[config.mk]
export PLATFORM = sky130hd
export DESIGN_NAME = data_io_download_flat
export DESIGN_NICKNAME = d
export VERILOG_FILES = /design/src/rtl/data_io_download_if.sv /design/src/rtl/data_io_download.sv /design/src/flat_wrapper.sv
export SDC_FILE = /design/constraint.sdc
export NUM_CORES = 1
export LEC_CHECK = 0
export BUFFER_PORTS_ARGS = -buffer_cell sky130_fd_sc_hd__buf_2
export CAP_MARGIN = 15
export CORE_ASPECT_RATIO = 0.5
export CORE_MARGIN = 8
export CORE_UTILIZATION = 50
export CTS_CLUSTER_DIAMETER = 50
export CTS_CLUSTER_SIZE = 20
export DETAILED_ROUTE_END_ITERATION = 12
export GPL_TIMING_DRIVEN = 0
export PLACE_DENSITY = 0.81
export SYNTH_ARGS = -nofsm -noshare
export SYNTH_HDL_FRONTEND = slang
export SYNTH_SLANG_ARGS = --single-unit
[constraint.sdc]
create_clock -name clk_sys -period 4.8 [get_ports clk_sys]
set_input_delay 0.96 -clock clk_sys [delete_from_list [all_inputs] [get_ports clk_sys]]
set_output_delay 0.96 -clock clk_sys [all_outputs]
set_load 0.005 [all_outputs]
[src/rtl/data_io_download_if.sv]
// data_io_download_if: ioctl download bus; ioctl_size exists only with DATA_IO_SIZE_EN.
interface data_io_download_if;
  logic        ioctl_download;
  logic [7:0]  ioctl_index;
  logic        ioctl_wr;
  logic [24:0] ioctl_addr;
  logic [7:0]  ioctl_dout;
`ifdef DATA_IO_SIZE_EN
  logic [24:0] ioctl_size;
  modport master(output ioctl_download, ioctl_index, ioctl_wr, ioctl_addr, ioctl_dout, ioctl_size);
  modport slave(input ioctl_download, ioctl_index, ioctl_wr, ioctl_addr, ioctl_dout, ioctl_size);
`else
  modport master(output ioctl_download, ioctl_index, ioctl_wr, ioctl_addr, ioctl_dout);
  modport slave(input ioctl_download, ioctl_index, ioctl_wr, ioctl_addr, ioctl_dout);
`endif
endinterface

[src/rtl/data_io_download.sv]
// data_io_download: SPI data-io receiver that turns FILE_TX/FILE_INDEX/FILE_TX_DAT into ioctl byte writes.
// Optional DATA_IO_SIZE_EN adds ioctl_size, the byte count of the current/last download.
module data_io_download #(
  parameter logic [24:0] START_ADDR  = 25'h0000000,
  parameter int          SYNC_STAGES = 2
) (
  input  logic clk_sys,
  input  logic reset,
  input  logic SPI_SCK,
  input  logic SPI_SS2,
  input  logic SPI_DI,
  data_io_download_if.master io
);
  typedef enum logic [1:0] {CMD, PARAM, DATA, IGNORE} state_t;
  state_t state, state_n;
  logic [SYNC_STAGES-1:0] sck_s, ss_s, di_s;
  logic        sck_q, wr, download;
  logic [2:0]  cnt;
  logic [6:0]  sr;
  logic [7:0]  cmd, rx, index, dout;
  logic [24:0] addr;
  logic        sck, ss, di, shift, byte_done, param_done, data_done, tx_open, tx_close, idx_ld;
  assign sck        = sck_s[SYNC_STAGES-1];
  assign ss         = ss_s[SYNC_STAGES-1];
  assign di         = di_s[SYNC_STAGES-1];
  assign shift      = sck & ~sck_q & ~ss;
  assign byte_done  = shift & (cnt == 3'd7);
  assign rx         = {sr, di};
  assign param_done = byte_done & (state == PARAM);
  assign data_done  = byte_done & (state == DATA) & download;
  assign tx_open    = param_done & (cmd == 8'h53) & (rx == 8'hFF);
  assign tx_close   = param_done & (cmd == 8'h53) & (rx == 8'h00);
  assign idx_ld     = param_done & (cmd == 8'h55) & ~download;
  always_ff @(posedge clk_sys)
    state <= reset ? CMD : state_n;
  always_comb begin
    state_n = state;
    state_n = ss ? CMD :
              !byte_done ? state :
              state == CMD ? ((rx == 8'h53 || rx == 8'h55) ? PARAM : rx == 8'h54 ? DATA : IGNORE) :
              state == PARAM ? IGNORE : state;
  end
  always_ff @(posedge clk_sys) begin
    if (reset) begin
      sck_s    <= '0;
      ss_s     <= '1;
      di_s     <= '0;
      sck_q    <= 1'b0;
      cnt      <= 3'd0;
      sr       <= 7'd0;
      cmd      <= 8'h00;
      download <= 1'b0;
      index    <= 8'h00;
      wr       <= 1'b0;
      dout     <= 8'h00;
      addr     <= START_ADDR;
    end else begin
      sck_s <= {sck_s[SYNC_STAGES-2:0], SPI_SCK};
      ss_s  <= {ss_s[SYNC_STAGES-2:0], SPI_SS2};
      di_s  <= {di_s[SYNC_STAGES-2:0], SPI_DI};
      sck_q <= sck;
      cnt   <= ss ? 3'd0 : shift ? cnt + 3'd1 : cnt;
      if (shift) sr <= rx[6:0];
      if (byte_done && state == CMD) cmd <= rx;
      download <= tx_open ? 1'b1 : tx_close ? 1'b0 : download;
      if (idx_ld) index <= rx;
      wr <= data_done;
      if (data_done) dout <= rx;
      addr <= tx_open ? START_ADDR : wr ? addr + 25'd1 : addr;
    end
  end
`ifdef DATA_IO_SIZE_EN
  logic [24:0] size;
  always_ff @(posedge clk_sys)
    size <= (reset || tx_open) ? 25'd0 : wr ? size + 25'd1 : size;
  assign io.ioctl_size = size;
`endif
  // a strobe already registered when reset arrives must not reach the bus
  assign io.ioctl_wr       = wr & ~reset;
  assign io.ioctl_download = download;
  assign io.ioctl_index    = index;
  assign io.ioctl_addr     = addr;
  assign io.ioctl_dout     = dout;
endmodule
[src/flat_wrapper.sv]
// flat-port wrapper written by rule: the top's interface ports become plain ports
module data_io_download_flat 
#(
  parameter logic [24:0] START_ADDR  = 25'h0000000,
  parameter int          SYNC_STAGES = 2
)
  (clk_sys, reset, SPI_SCK, SPI_SS2, SPI_DI, io_ioctl_download, io_ioctl_index, io_ioctl_wr, io_ioctl_addr, io_ioctl_dout);
  data_io_download_if io_i ();
  input  logic clk_sys;
  input  logic reset;
  input  logic SPI_SCK;
  input  logic SPI_SS2;
  input  logic SPI_DI;
  output wire logic [$bits(io_i.ioctl_download)-1:0] io_ioctl_download;
  output wire logic [$bits(io_i.ioctl_index)-1:0] io_ioctl_index;
  output wire logic [$bits(io_i.ioctl_wr)-1:0] io_ioctl_wr;
  output wire logic [$bits(io_i.ioctl_addr)-1:0] io_ioctl_addr;
  output wire logic [$bits(io_i.ioctl_dout)-1:0] io_ioctl_dout;
  assign io_ioctl_download = io_i.ioctl_download;
  assign io_ioctl_index = io_i.ioctl_index;
  assign io_ioctl_wr = io_i.ioctl_wr;
  assign io_ioctl_addr = io_i.ioctl_addr;
  assign io_ioctl_dout = io_i.ioctl_dout;
  data_io_download #(.START_ADDR(START_ADDR), .SYNC_STAGES(SYNC_STAGES)) u_core (.clk_sys(clk_sys), .reset(reset), .SPI_SCK(SPI_SCK), .SPI_SS2(SPI_SS2), .SPI_DI(SPI_DI), .io(io_i));
endmodule
---- Word-level counts from Yosys, hierarchy flattened ----
Cells that the tools add are included.
operators by class
  add/subtract/negate cells ............... 2
  eq/ne operators ......................... 9
  muxes and demuxes ....................... 6
  bitwise gates (word level) .............. 16
  reductions and logical operators ........ 9
operator list
  cell                   count
  $eq 8x7->1 const B     5
  $add 25x1->25 const B  1
  $and 1x1->1            12
  $eq 8x8->1 const B     1
  $logic_not 8->1        1
  $mux 2                 3
  $not 1->1              4
  $reduce_bool 2->1      2
  $reduce_or 2->1        2
  $add 3x1->3 const B    1
  $eq 3x3->1 const B     1
  $mux 1                 3
  $eq 2x1->1 const B     1
  $eq 2x2->1 const B     1
  $logic_not 2->1        1
  $reduce_and 2->1       1
  $logic_and 1x1->1      1
  $logic_or 1x1->1       1
word-level totals
  flip-flop bits (word level) ............. 70
  bits of input ports ..................... 5
  output and inout port bits .............. 43
  logic and storage cells ................. 55

---- Logic depth before layout (Yosys ltp) ----
Gate-level depths: netlist of the first run.
  depth after elaboration ................. 9
  gate-level depth with buffers ........... 8
  gate-level depth less buffers ........... 6

---- Worst setup path before layout of the first run ----
OpenSTA, ideal clock, no wires.
  path kind ............................... input to output
  from .................................... input port reset
  to ...................................... output port io_ioctl_wr
  arrival time ............................ 1.288 ns
  required time ........................... 3.840 ns
  setup slack ............................. 2.552 ns
  cell stages on the path ................. 2
  path buffers ............................ 1
  cell sequence ........................... clkbuf_1 nor2b_1
between the ends
  word-level cells in the longest chain between the ends .. 2
RTL lines
  item         RTL line                source
  from (decl)  flat_wrapper.sv:10      input logic reset;
  $not 1->1    data_io_download.sv:79  assign io.ioctl_wr = wr & ~reset;
  $and 1x1->1  data_io_download.sv:79
  to (decl)    flat_wrapper.sv:16      output wire logic [$bits(io_i.ioctl_wr)-1:0] io_ioctl_wr;
No other way between the ends.

---- Worst setup path after layout of the first run ----
Same ends and word-level chain as after synthesis.

==> impl_metrics.json, run 1 <==
{
  "hold_buffers": 0,
  "total_power_uw": 1313,
  "multi_input_area_sq_mm": 0.001370,
  "power_density_mw_per_mm2": 373.9,
  "p_leak_uw": 0.001363,
  "drtIter0Drc": 148,
  "max_freq_mhz": 376.4,
  "arrival_ps": 1700,
  "fin_nets": 371,
  "crit_chain": "buf_2 -> clkbuf_1 -> nor2b_1 -> buf_2",
  "cts_buffer_depth": 2,
  "grt_pass1_vias": 2418,
  "drc_errors": 0,
  "synth_edf_count": 0,
  "synthesis.nets": 313,
  "gp_congestion": 0.8379,
  "insertion_delay_ps": 330,
  "hp-start": "u_core.ss_s[0]$_SDFF_PP1_",
  "min_path_type": "register to register",
  "endpoint_kind": "output pin",
  "path_max_fanout": 10,
  "cts_sinks": 70,
  "hold_viol": 0,
  "vdd_drop_max_uv": 327.7,
  "dp_cells": 425,
  "cts_resized": 0,
  "grt_start_max_net_pins": 14,
  "async_flop_share_pct": 0,
  "r2r_start": "u_core.cnt[0]$_SDFFE_PP0P_",
  "diodes": 0,
  "cts_tree": "yes",
  "maxSlewHeadroom_pct": 45.10,
  "period_minus_slack_ps": 2656,
  "yosysSeqAreaShare_pct": 48.95,
  "vias_per_cell": 5.653,
  "grt_use_total_pct": 16.32,
  "status": "finished clean",
  "cts_root_buf": "clkbuf_16",
  "ys_seq_elements": 70,
  "wl_microns": 6817,
  "setup_violations": 0,
  "critPathTopFamily": "buffers and inverters",
  "ant_nets": 0,
  "cp-start-kind": "primary input",
  "ys.flop_type": "dfxtp_1",
  "synth_top_area_cell": "dfxtp_1",
  "cts_setup_buffers": 0,
  "yosysUniqueCellTypes": 37,
  "final.setup.tns_ps": 0,
  "die_area_sq_mm": 0.008550,
  "synth_area_per_cell_sq_um": 9.386,
  "worst_pin_slew_ps": 819.0,
  "critical_path_required_ps": 3840,
  "avgRoutedWirePerCell_microns": 15.46,
  "hold_ws_ps": 429.6,
  "max_cap_viol_count": 0,
  "holdPathStages": 1,
  "maxSlewViolCount": 0,
  "ios": 48,
  "core_area_sq_mm": 0.005515,
  "dieWidth_microns": 123.0,
  "seq_area_sq_mm": 0.001401,
  "syn_area_sq_mm": 0.002863,
  "hpwl_microns": 4781,
  "antenna_found_initial": 0,
  "fp-row-count": 19,
  "crit_type": "primary input to output pin",
  "min_period_over_period_pct": 55.34,
  "grt_pass1_wl_microns": 11340,
  "clkTransAtPathRegs_ps": 60,
  "fin_cells": 441,
  "area_delta_synth_final_pct": 22.68,
  "finClkSkew_ps": 10.42,
  "drive_gt1_share_pct": 20.92,
  "crit_buf_inv": 3,
  "reg2reg_depth": 8,
  "synth_top_area_share_pct": 48.95,
  "timing.rr.end": "u_core.io.ioctl_addr[11]$_SDFFE_PP0P_",
  "num_vias": 2493,
  "ys_warn_count": 0,
  "die_y_microns": 69.51,
  "first_pass_iters": 4,
  "fillers": 447,
  "io_buffers": 47,
  "cp_common_cell": "buf_2",
  "start_util_pct": 51.91,
  "crit_slowest_cell": "clkbuf_1",
  "r2r_slack_ps": 2460,
  "syn_inst": 305,
  "hold_path_end": "u_core.ss_s[1]$_SDFF_PP1_",
  "synthTopCellsByArea": "dfxtp_1 (49%), mux2i_1 (9.1%), nor2_1 (5.0%)",
  "h-tree-depth": 3,
  "grt.overflow.total": 0,
  "numCtsBuffers": 9,
  "rsz0062_at_grt": "false",
  "slowest_delay_ps": 420
}
where the power goes:
part	internal (uW)	switching (uW)	total (uW)
registers	584	1.85	586
logic	5.52	12.2	17.8
clock network	458	252	710
total	1050	266	1310
per-layer routing:
layer	vias to the layer above	GRT usage (%)	part of all wire, %
met5	-	0	0
met4	0	6.623	1.7
met3	15	5.280	7.3
met2	89	27.38	49
met1	1188	18.77	42
li1	1201	-	-
worst max-delay path by stage:
stage               start     endpoint  slack, ps  cells after the start
floorplan           reset  io_ioctl_wr       2550                      2
global placement    reset  io_ioctl_wr       2140                      4
detailed placement  reset  io_ioctl_wr       2120                      4
CTS                 reset  io_ioctl_wr       2120                      4
global route        reset  io_ioctl_wr       2100                      4
finish              reset  io_ioctl_wr       2140                      4
cell families (layout without fill, tap and decap cells):
group / after synthesis / after routing / synth area share, %
buffers and inverters: 21 / 84 / 3.190
adders and majority gates: 3 / 3 / 1.311
DFF: 70 / 70 / 48.95
muxes: 26 / 26 / 9.091
and+or+nand+nor: 125 / 125 / 24.48
xor gates and xnor gates: 13 / 13 / 3.977
AOI/OAI and AO/OA: 47 / 47 / 9.004
final cells by class:
class                      instances  share of cell area [%]
buffer                            17                   2.173
clock buffer                      10                   6.519
inverter                           4                  0.4275
tap                               73                   2.601
multi-input combinational        214                   39.01
clock inverter                     6                   2.672
timing repair buffer              47                   6.698
sequential                        70                   39.90
flip-flops by register name, summed over array words and instances, names as in the netlist:
| signal | flops |
|---|---|
| u_core.wr | 1 |
| u_core.cmd | 8 |
| u_core.di_s | 2 |
| u_core.io.ioctl_addr | 25 |
| u_core.io.ioctl_index | 8 |
| u_core.ss_s | 2 |
| u_core.sck_q | 1 |
| u_core.sck_s | 2 |
| u_core.state | 2 |
| u_core.cnt | 3 |
| u_core.io.ioctl_dout | 8 |
| u_core.io.ioctl_download | 1 |
| u_core.sr | 7 |
per-stage QoR:
stage          utilization, %  area [sq um]  setup WS (ps)
5_1_grt                 63.68          3512           2098
3_3_place_gp            57.83          3189           2145
6_report                63.68          3512           2144
3_5_place_dp            57.83          3189           2119
2_1_floorplan               -          2863           2552
4_1_cts                 63.68          3512           2118
cell usage after synthesis (all sizes together) (3+ instances only):
master and count:
dfxtp 70, nor2 38, mux2i 26, a21oi 23, nand3 15, o21ai 15, clkbuf 12, nand2 10
nor3 9, or4 9, nor2b 8, or3 8, and3 7, xnor2 7, nand4 6, o31ai 6
xor2 6, buf 5, inv 4, or2 4, ha 3
placed cells by master, fill, tap and decap left out, types with 2 or more instances in the layout:
cell type,n
a21oi_1,23
and3_1,7
buf_2,51
bufinv_16,2
clkbuf_1,13
clkbuf_16,9
clkinv_4,2
dfxtp_1,70
ha_1,3
inv_1,4
mux2i_1,26
nand2_1,10
nand3_1,15
nand4_1,4
nand4_2,2
nand4bb_1,2
nor2_1,38
nor2b_1,8
nor3_1,7
nor3_2,2
nor3b_1,2
o21ai_0,15
o31ai_1,6
or2_2,4
or3_1,8
or4_1,8
xnor2_1,7
xor2_1,6
(Power assumes the default switching activity.)
==> inputs of run 2 (changes only) <==
PLACE_DENSITY = 0.84   (was 0.81)
clock period = 2.2 ns   (was 4.8 ns; I/O delays follow)
==> run 2 against run 1 <==
Compared with the run above:
- cell count stayed put
- core utilization rose by 0.16 points
- final area rose by 0.25%
- critical endpoint is now u_core.io.ioctl_addr[22]$_SDFFE_PP0P_
- highest routed layer unchanged
==> impl_metrics.json, run 2 (synthesized netlist as in run 1, its figures left out) <==
{
  "fin_cells": 441,
  "cts_buffer_depth": 2,
  "drive_gt1_share_pct": 21.47,
  "numCtsBuffers": 9,
  "final_cell_mix": "dfxtp_1 (70), buf_2 (51), nor2_1 (38)",
  "vias_per_cell": 5.490,
  "first_pass_iters": 4,
  "h-tree-depth": 3,
  "max_cap_viol_count": 0,
  "grt_start_max_net_pins": 14,
  "cts_tree": "yes",
  "dieWidth_microns": 123.0,
  "io_buffers": 47,
  "r2r_slack_ps": 100,
  "critical_path_required_ps": 2460,
  "vdd_drop_max_uv": 468.9,
  "cts_setup_buffers": 0,
  "antenna_found_initial": 0,
  "grt.overflow.total": 0,
  "drtIter0Drc": 154,
  "postLayoutCoreUtil_pct": 63.84,
  "core_area_sq_mm": 0.005515,
  "holdPathStages": 2,
  "crit_type": "register to register",
  "min_path_type": "primary input to register",
  "power_density_mw_per_mm2": 786.3,
  "post-place-ws_ps": -11.46,
  "fp-row-count": 19,
  "ios": 48,
  "gp_congestion": 0.8137,
  "cts_root_buf": "clkbuf_16",
  "avgRoutedWirePerCell_microns": 15.03,
  "r2r_start": "u_core.io.ioctl_addr[1]$_SDFFE_PP0P_",
  "cts_sinks": 70,
  "reg2reg_depth": 6,
  "grt_use_total_pct": 15.60,
  "max_freq_mhz": 475.7,
  "num_vias": 2421,
  "timing.rr.end": "u_core.io.ioctl_addr[22]$_SDFFE_PP0P_",
  "insertion_delay_ps": 330,
  "arrival_ps": 2360,
  "cp-start-kind": "register",
  "period_minus_slack_ps": 2102,
  "die_y_microns": 69.51,
  "hpwl_microns": 4648,
  "die_area_sq_mm": 0.008550,
  "min_period_over_period_pct": 95.55,
  "maxSlewViolCount": 0,
  "wl_microns": 6629,
  "hold_viol": 0,
  "hold_ws_ps": 302.7,
  "path_max_fanout": 10,
  "grt_pass1_wl_microns": 10900,
  "setup_violations": 0,
  "largest_reg_flops": 25,
  "finClkSkew_ps": 8.420,
  "fin_nets": 371,
  "hp-start": "SPI_SS2",
  "status": "finished clean",
  "ant_nets": 0,
  "final.setup.tns_ps": 0,
  "setup_ws_ps": 97.81,
  "drc_errors": 0,
  "worst_pin_slew_ps": 547.4,
  "rsz0062_at_grt": "true",
  "clkTransAtPathRegs_ps": 60,
  "hold_path_end": "u_core.ss_s[0]$_SDFF_PP1_",
  "endpoint_kind": "register",
  "grt_pass1_vias": 2366,
  "start_util_pct": 51.91,
  "area_delta_synth_final_pct": 22.99,
  "maxSlewHeadroom_pct": 63.37,
  "dp_cells": 425,
  "p_leak_uw": 0.001357,
  "diodes": 0,
  "final_common_cell": "dfxtp_1"
}
==> run 2: per-stage QoR <==
| stage | instance area, sq um | total power (uW) |
|---|---|---|
| after floorplan | 2863 | 1329 |
| after global placement | 3189 | 1341 |
| after detailed placement | 3189 | 1343 |
| after CTS | 3501 | 2790 |
| after global routing | 3521 | 2851 |
| final | 3521 | 2769 |
==> run 2: worst max-delay path, cell delays in order, from the launching register on <==
cell and delay (ps):
dfxtp_1 430, ha_1 220, nand4_2 180, or4_4 500
buf_6 160, or4_1 390, a21oi_1 140
==> run 2: final cells by class <==
cell class,count,area (sq um)
Clock inverter,6,68.82
Fill cell,437,1994
Timing Repair Buffer,47,235.2
Multi-Input combinational cell,214,1394
Buffer,17,76.32
Clock buffer,10,239.0
Tap cell,73,91.34
Inverter,4,15.01
Sequential cell,70,1401
==> run 2: power breakdown <==
part	total [uW]	internal (uW)	switching (uW)
clock	1450	913	539
combinational	39.0	13.3	25.7
sequential	1280	1270	4.13
total	2770	2200	569
==> run 2: timing repair <==
action | CTS | global route
endpoints found under the setup margin | 20 | 26
resized for setup | 1 | 3
hold buffers | 0 | 0
==> run 2: per-layer routing <==
layer | part of all wire, % | wire [microns] | vias to the layer above | global-route usage [%]
li1 | - | - | 1200 | -
met1 | 43 | 2867 | 1150 | 16.95
met2 | 50 | 3297 | 60 | 27.68
met3 | 5.4 | 360 | 11 | 4.793
met4 | 1.6 | 103 | 0 | 6.093
met5 | 0 | 0 | - | 0
==> run 2: worst max path at each step <==
| stage | from | to | slack, ps |
|---|---|---|---|
| finish | u_core.io.ioctl_addr[1]$_SDFFE_PP0P_ | u_core.io.ioctl_addr[22]$_SDFFE_PP0P_ | 100 |
| floorplan | u_core.io.ioctl_addr[0]$_SDFFE_PP0P_ | u_core.io.ioctl_addr[22]$_SDFFE_PP0P_ | 270 |
| CTS | u_core.cnt[0]$_SDFFE_PP0P_ | u_core.io.ioctl_dout[3]$_SDFFE_PP0P_ | 50 |
| global placement | u_core.cnt[0]$_SDFFE_PP0P_ | u_core.io.ioctl_addr[3]$_SDFFE_PP0P_ | 60 |
| global route | u_core.cnt[0]$_SDFFE_PP0P_ | u_core.io.ioctl_addr[0]$_SDFFE_PP0P_ | -20 |
| detailed placement | u_core.cnt[0]$_SDFFE_PP0P_ | u_core.io.ioctl_addr[23]$_SDFFE_PP0P_ | -10 |
==> inputs of run 3 (changes only) <==
RECOVER_POWER = 25   (was default)
==> run 3 against run 2 <==
Compared with the run above:
- total power hardly changed
- hold slack better by 0.66 ps
- clock power hardly changed
- wire length is 0.32% higher
- fmax hardly changed
- critical path depth stayed put
- cell count stayed put
==> impl_metrics.json, run 3 (synthesized netlist as in run 1, its figures left out) <==
{
  "fp-row-count": 19,
  "area_delta_synth_final_pct": 22.42,
  "path_max_fanout": 10,
  "p_leak_uw": 0.001301,
  "hold_viol": 0,
  "fin_nets": 371,
  "core_area_sq_mm": 0.005515,
  "status": "finished clean",
  "antenna_found_initial": 0,
  "crit_slowest_cell": "or4_4",
  "fillers": 445,
  "timing.rr.end": "u_core.io.ioctl_addr[22]$_SDFFE_PP0P_",
  "die_y_microns": 69.51,
  "die_area_sq_mm": 0.008550,
  "max_freq_mhz": 475.4,
  "crit_start": "u_core.io.ioctl_addr[1]$_SDFFE_PP0P_",
  "grt.overflow.total": 0,
  "start_util_pct": 51.91,
  "setup_violations": 0,
  "final_common_cell": "dfxtp_1",
  "r2r_start": "u_core.io.ioctl_addr[1]$_SDFFE_PP0P_",
  "crit_buf_inv": 1,
  "grt_use_total_pct": 15.60,
  "io_buffers": 47,
  "insertion_delay_ps": 330,
  "maxSlewHeadroom_pct": 63.11,
  "grt_pass1_vias": 2366,
  "avgRoutedWirePerCell_microns": 15.08,
  "first_pass_iters": 4,
  "arrival_ps": 2360,
  "wl_microns": 6650,
  "crit_chain": "ha_1 -> nand4_2 -> or4_4 -> buf_6 -> or4_1 -> a21oi_1",
  "hold_buffers": 0,
  "total_power_uw": 2768,
  "ios": 48,
  "critPathTopFamily": "simple AND/OR/NAND/NOR gates",
  "period_minus_slack_ps": 2104,
  "critical_path_required_ps": 2460,
  "hpwl_microns": 4648,
  "largest_reg_flops": 25,
  "hp-start": "SPI_SS2",
  "multi_input_area_sq_mm": 0.001394,
  "ant_nets": 0,
  "drive_gt1_share_pct": 17.93,
  "clkTransAtPathRegs_ps": 60,
  "endpoint_kind": "register",
  "cts_root_buf": "clkbuf_16",
  "vias_per_cell": 5.503,
  "cts_tree": "yes",
  "vdd_drop_max_uv": 469.3,
  "min_period_over_period_pct": 95.62,
  "postLayoutCoreUtil_pct": 63.54,
  "maxSlewViolCount": 0,
  "reg2reg_depth": 6,
  "gp_congestion": 0.8137,
  "setup_ws_ps": 96.32,
  "cts_setup_buffers": 0,
  "cts_resized": 1,
  "slowest_delay_ps": 500,
  "worst_pin_slew_ps": 551.2,
  "h-tree-depth": 3,
  "rsz0062_at_grt": "true",
  "hold_path_end": "u_core.ss_s[0]$_SDFF_PP1_",
  "cts_sinks": 70,
  "num_vias": 2427,
  "crit_type": "register to register",
  "holdPathStages": 2,
  "diodes": 0,
  "grt_pass1_wl_microns": 10900,
  "min_path_type": "primary input to register",
  "power_density_mw_per_mm2": 789.9,
  "drc_errors": 0,
  "final_cell_mix": "dfxtp_1 (70), buf_2 (38), nor2_1 (38)",
  "grt_start_max_net_pins": 14,
  "max_cap_viol_count": 0,
  "dieWidth_microns": 123.0,
  "cts_buffer_depth": 2,
  "finClkSkew_ps": 8.119,
  "seq_area_sq_mm": 0.001401,
  "post-place-ws_ps": -11.46,
  "numCtsBuffers": 9,
  "cp-start-kind": "register",
  "hold_ws_ps": 303.3,
  "r2r_slack_ps": 100,
  "drtIter0Drc": 163
}
==> run 3: layout make-up <==
class / count / area share, %
flip-flops and latches: 70 / 39.99
multi-input cells: 214 / 39.77
clock buffers: 10 / 6.819
repair buffers: 47 / 6.248
well taps: 73 / 2.606
plain buffers: 17 / 2.178
clock inverters: 6 / 1.964
inverters: 4 / 0.4284
==> run 3: worst reg2reg max path, stage by stage (launching register included) <==
cell     delay (ps)
dfxtp_1         430
ha_1            220
nand4_2         180
or4_4           500
buf_6           170
or4_1           390
a21oi_1         140
==> run 3: layer usage <==
| layer | vias up | routed length (microns) | track usage (%) |
|---|---|---|---|
| met5 | - | 0 | 0 |
| met3 | 11 | 370 | 4.793 |
| met2 | 61 | 3327 | 27.68 |
| met4 | 0 | 104 | 6.093 |
| li1 | 1196 | - | - |
| met1 | 1159 | 2848 | 16.95 |
==> run 3: power by group <==
part / total (uW) / internal [uW] / switching [uW]
Combinational: 38.6 / 13.1 / 25.6
Sequential: 1280 / 1270 / 4.13
Clock: 1450 / 913 / 539
Total: 2770 / 2200 / 569
==> run 3: worst max path at each step <==
stage / to / slack (ps) / cells past startpoint
finish: u_core.io.ioctl_addr[22]$_SDFFE_PP0P_ / 100 / 6
global route: u_core.io.ioctl_addr[0]$_SDFFE_PP0P_ / -20 / 8
CTS: u_core.io.ioctl_dout[3]$_SDFFE_PP0P_ / 50 / 7
detailed placement: u_core.io.ioctl_addr[23]$_SDFFE_PP0P_ / -10 / 8
global placement: u_core.io.ioctl_addr[3]$_SDFFE_PP0P_ / 60 / 8
floorplan: u_core.io.ioctl_addr[22]$_SDFFE_PP0P_ / 270 / 6
==> run 3: metrics by stage <==
stage | std cells | setup TNS (ps) | cell area [sq um]
after floorplan | 305 | 0 | 2863
after global placement | 425 | 0 | 3189
after detailed placement | 425 | -36.58 | 3189
after CTS | 441 | 0 | 3501
after global routing | 441 | -56.27 | 3505
final | 441 | 0 | 3505
